## config.mk

```make
export PLATFORM = sky130hd
export DESIGN_NAME = fp_unpack_pipe
export DESIGN_NICKNAME = d
export VERILOG_FILES = /design/src/rtl/fp_unpack_pipe.sv
export SDC_FILE = /design/constraint.sdc
export NUM_CORES = 1
export LEC_CHECK = 0
export ABC_AREA = 1
export ABC_CLOCK_PERIOD_IN_PS = 10060
export CAP_MARGIN = 40
export CORE_AREA = 2 2 126 128
export CTS_CLUSTER_DIAMETER = 150
export CTS_CLUSTER_SIZE = 10
export DETAILED_ROUTE_END_ITERATION = 8
export DIE_AREA = 0 0 128 130
export PLACE_DENSITY_LB_ADDON = 0.08
export SLEW_MARGIN = 20
export SYNTH_ARGS = -nofsm -noshare
export SYNTH_HDL_FRONTEND = slang
export SYNTH_SLANG_ARGS = --single-unit
```

## constraint.sdc

```tcl
create_clock -name clk -period 10.06 [get_ports clk]
set_input_delay 1.006 -clock clk [delete_from_list [all_inputs] [get_ports clk]]
set_output_delay 1.006 -clock clk [all_outputs]
set_load 0.01 [all_outputs]
```

## src/rtl/fp_unpack_pipe.sv

```systemverilog
// fp_unpack_pipe: elastic operand unpacker with a 2-entry skid FIFO and a saturating special-operand counter
module fp_unpack_pipe #(
    parameter int EXP_W = 8,
    parameter int MAN_W = 23,
    parameter int CNT_W = 16
) (
    input  logic                   clk,
    input  logic                   reset,
    input  logic                   in_valid,
    output logic                   in_ready,
    input  logic [EXP_W+MAN_W:0]   in_a,
    input  logic [EXP_W+MAN_W:0]   in_b,
    output logic                   out_valid,
    input  logic                   out_ready,
    output logic                   sign_a,
    output logic                   sign_b,
    output logic [EXP_W-1:0]       exp_a,
    output logic [EXP_W-1:0]       exp_b,
    output logic [MAN_W:0]         sig_a,
    output logic [MAN_W:0]         sig_b,
    output logic [2:0]             class_a,
    output logic [2:0]             class_b,
    output logic [CNT_W-1:0]       special_cnt,
    input  logic                   cnt_clr
);
    localparam int W = 1 + EXP_W + MAN_W;
    typedef struct packed {
        logic             sign;
        logic [EXP_W-1:0] exp;
        logic [MAN_W:0]   sig;
        logic [2:0]       cls;
    } op_t;
    typedef struct packed {
        op_t a;
        op_t b;
    } pair_t;
    typedef enum logic [1:0] {EMPTY, ONE, FULL} state_t;
    function automatic op_t unpack(input logic [W-1:0] x);
        logic [EXP_W-1:0] e;
        logic [MAN_W-1:0] m;
        logic             e_zero;
        logic             m_zero;
        op_t              o;
        e = x[W-2:MAN_W];
        m = x[MAN_W-1:0];
        e_zero = (e == '0);
        m_zero = (m == '0);
        o.sign = x[W-1];
        o.cls = e_zero ? (m_zero ? 3'd0 : 3'd1) : !(&e) ? 3'd2 : m_zero ? 3'd3 : m[MAN_W-1] ? 3'd4 : 3'd5;
        o.exp = e_zero ? (m_zero ? '0 : EXP_W'(1)) : e;
        o.sig = {!e_zero, m};
        return o;
    endfunction
    state_t           state, state_n;
    logic             rdy_q;
    logic             wr_ptr, rd_ptr;
    pair_t            mem [2];
    pair_t            in_pair, head;
    logic             accept, emit;
    logic [1:0]       inc;
    logic [CNT_W:0]   sum;
    logic [CNT_W-1:0] cnt_q, cnt_n;
    assign in_pair   = '{a: unpack(in_a), b: unpack(in_b)};
    assign in_ready  = rdy_q;
    assign out_valid = (state != EMPTY);
    assign accept    = in_valid && rdy_q;
    assign emit      = out_valid && out_ready;
    always_comb begin
        state_n = state;
        state_n = (state == EMPTY) ? (accept ? ONE : EMPTY)
                : (state == ONE)   ? ((accept && !emit) ? FULL : (emit && !accept) ? EMPTY : ONE)
                :                    (emit ? ONE : FULL);
    end
    // Counter widened by one bit so an overflowing +1/+2 step clamps instead of wrapping
    assign inc   = {1'b0, in_pair.a.cls >= 3'd3} + {1'b0, in_pair.b.cls >= 3'd3};
    assign sum   = {1'b0, cnt_q} + (CNT_W+1)'(inc);
    assign cnt_n = cnt_clr ? '0 : !accept ? cnt_q : sum[CNT_W] ? {CNT_W{1'b1}} : sum[CNT_W-1:0];
    always_ff @(posedge clk or posedge reset) begin
        if (reset) begin
            state  <= EMPTY;
            rdy_q  <= 1'b0;
            wr_ptr <= 1'b0;
            rd_ptr <= 1'b0;
            mem[0] <= '0;
            mem[1] <= '0;
            cnt_q  <= '0;
        end else begin
            state  <= state_n;
            rdy_q  <= (state_n != FULL);
            cnt_q  <= cnt_n;
            if (accept) begin
                mem[wr_ptr] <= in_pair;
                wr_ptr      <= !wr_ptr;
            end
            if (emit) rd_ptr <= !rd_ptr;
        end
    end
    assign head        = mem[rd_ptr];
    assign sign_a      = head.a.sign;
    assign exp_a       = head.a.exp;
    assign sig_a       = head.a.sig;
    assign class_a     = head.a.cls;
    assign sign_b      = head.b.sign;
    assign exp_b       = head.b.exp;
    assign sig_b       = head.b.sig;
    assign class_b     = head.b.cls;
    assign special_cnt = cnt_q;
endmodule

```

==> qor.csv <==
metric,value,unit
route.detailed.drc,0,
antenna_found_initial,0,
synthCells,1027,
synth.cell_area,7790,sq um
worstPathMaxFanout,65,
ios,159,
wirelength,19.2,mm
area_growth,30.8,%
finalSetupTns,0,ns
start_util,50.5,%
wl_per_cell,14.0,microns
cp_data_arrival_time,2.70,ns
hp-class,flip-flop to flip-flop,
cts_resized,0,
clk_latency,0.42,ns
htreeDepth,4,
final_max_slew_viol_count,0,
finalInstanceArea,10200,sq um
synth_edf_count,0,
syn_nets,1099,
die_w,128,microns
grt.met1_usage,33.9,%
synth_cell_types,29,
use_met3,5.21,%
place_inst,1337,
cts_buffers,17,
synth.avg_cell_area,7.59,sq um
worstPathRequired,9.05,ns
switching_share,36.1,%
die_y,130,microns
skew,0.00691,ns
internal-power,1.93,mW
cts_hold_buf,0,
post-cts-setup-buffers,0,
routabilityCongestion,0.801,
nNetsFinal,1237,
instances_no_fill,1370,
vias,6808,
port-buffer-count,158,
grt-ovfl-total,0,
p_comb_share,41.9,%
ys.flop_type,dfrtp_1,
hpwl,12.8,mm
maxCapViolCount,0,
finalCritPeriodShare,36.9,%
dpl_cell_area,9550,sq um
grt_max_degree,83,
p_per_area,297,nW/um^2
hold_viol_final,0,
dr.pass1.iters,5,
tightest_slew,0.772,ns
grt_use_total,23.8,%
grt_pass1_vias,6276,
critPathKind,flip-flop to output port,
yosys_warnings,0,
synth.ff_latch_count,165,
clkTransAtPathRegs,0.06,ns
p_leak,5.10,nW
rsz0062_at_grt,no,
irDropWorstVdd,171,uV
min_period,3.71,ns
top_usage_layer,met2,
pwr-share-clk,22.5,%
std_cell_rows,46,
cts_buffer_depth,2,
drive_above_1_share,4.92,%
finalSetupViolations,0,
drtIter0Drc,513,
slew_headroom,48.4,%
final_core_util,66.1,%
synthArstFlopShare,100,%
cts_tree,yes,
antenna_cells,0,
synthTopCellsByArea,"dfrtp_1 (53%), nand2_1 (23%), o21ai_0 (9.4%)",
startpoint_type,flip-flop,
fp.coreArea,15400,sq um
seqPwrFrac,35.7,%
status,completed,
worstSetupEndpointType,output port,
grt_pass1_wl,31.4,mm
ant_nets,0,
vias_per_cell,4.97,
hold_slack,0.482,ns
met2_usage,37.7,%
power.switching,1.09,mW
fmaxAchievable,270,MHz
yosysTopAreaCell,dfrtp_1,
synth_top_area_share,53.0,%
numClockSinks,165,
yosysSeqAreaShare,53.0,%
cts-root-buf,clkbuf_16,
fp.dieArea,16600,sq um
through the flow:
stage	setup slack (ns)	power (mW)
CTS	6.32	3.05
global placement	6.40	2.30
global route	6.20	3.25
floorplan	4.59	1.74
finish	6.35	3.03
detailed placement	6.38	2.36
registers in the layout, indices dropped and copies added (netlist names):
name,flops
special_cnt,16
state,2
mem,144
rd_ptr,1
in_ready,1
wr_ptr,1
cells in the final DEF, fill, tap and decap left out:
cell,n
dfrtp_1,164
xnor2_1,1
inv_6,1
nand2_1,467
o21ai_1,3
nand4_1,10
clkdlybuf4s50_1,158
clkinv_2,3
dfrtp_2,1
o21ai_0,146
buf_12,1
nand4_4,1
bufinv_16,3
fa_1,1
nor3_1,1
inv_1,94
or2_2,1
ha_1,2
clkbuf_8,3
nand3b_1,1
clkinvlp_4,4
nand3_2,1
nand2_4,2
clkinv_4,2
buf_16,4
buf_4,5
nand2_2,1
clkbuf_16,17
o21bai_1,2
inv_2,2
nor2_8,1
xor2_1,4
o21ai_2,1
nor2_2,1
nor2_1,45
nor2_4,3
nand3_1,21
synthesized netlist by cell type, types with 2 or more instances:
cell type	number
nor2_1	45
o21bai_1	2
nand4_1	10
clkbuf_1	29
nand2_1	468
nand3_1	21
inv_1	96
buf_2	16
nor2_4	3
xor2_1	4
buf_4	3
dfrtp_1	165
o21ai_0	146
o21ai_1	3
ha_1	2
final timing paths:
check,from,to,slack [ns],cells after the start
min in group asynchronous,reset,mem[141]$_DFFE_PP0P_,0.92,2
worst min register to register,mem[60]$_DFFE_PP0P_,mem[60]$_DFFE_PP0P_,0.48,2
worst min-delay path,mem[60]$_DFFE_PP0P_,mem[60]$_DFFE_PP0P_,0.48,2
worst max register to register,wr_ptr$_DFFE_PP0P_,mem[86]$_DFFE_PP0P_,7.67,5
max in group asynchronous,reset,rd_ptr$_DFFE_PP0P_,8.37,4
worst max-delay path,rd_ptr$_DFFE_PP0P_,exp_b[5],6.35,7
final cells by class:
class                      count  area (sq um)
inverter                      97           369
clock buffer                  20           467
tap                          192           240
sequential                   165          4130
timing repair buffer         168          1750
multi-input combinational    716          3090
fill                        1366          5230
clock inverter                12           153
critical path, stage by stage (launching register included):
cell,delay (ns)
dfrtp_2,0.38
buf_4,0.23
buf_16,0.25
inv_2,0.41
buf_12,0.26
nand2_1,0.07
nand2_1,0.09
clkdlybuf4s50_1,0.54
power by group through the flow:
stage	registers [mW]	clock network, mW	logic (mW)
5_1_grt	1.11	0.717	1.42
3_3_place_gp	1.08	0	1.22
4_1_cts	1.08	0.688	1.28
2_1_floorplan	1.05	0	0.696
3_5_place_dp	1.09	0	1.27
6_report	1.08	0.679	1.27
cells by family (layout without fill, tap and decap cells):
kind of cell / Yosys count / in the layout / synth area share [%]
and+or+nand+nor: 556 / 556 / 28.5
DFF: 165 / 165 / 53.0
AOI/OAI and AO/OA: 152 / 152 / 9.87
buffers and inverters: 146 / 297 / 7.53
xor gates and xnor gates: 5 / 5 / 0.562
adders and majority gates: 3 / 3 / 0.578
layer usage:
metal / share of wire, % / vias to the layer above
met1: 47 / 3163
li1: - / 3451
met2: 47 / 178
met4: 0.98 / 0
met3: 5.2 / 16
met5: 0 / -
No activity file was read; power rests on OpenSTA's default activity.
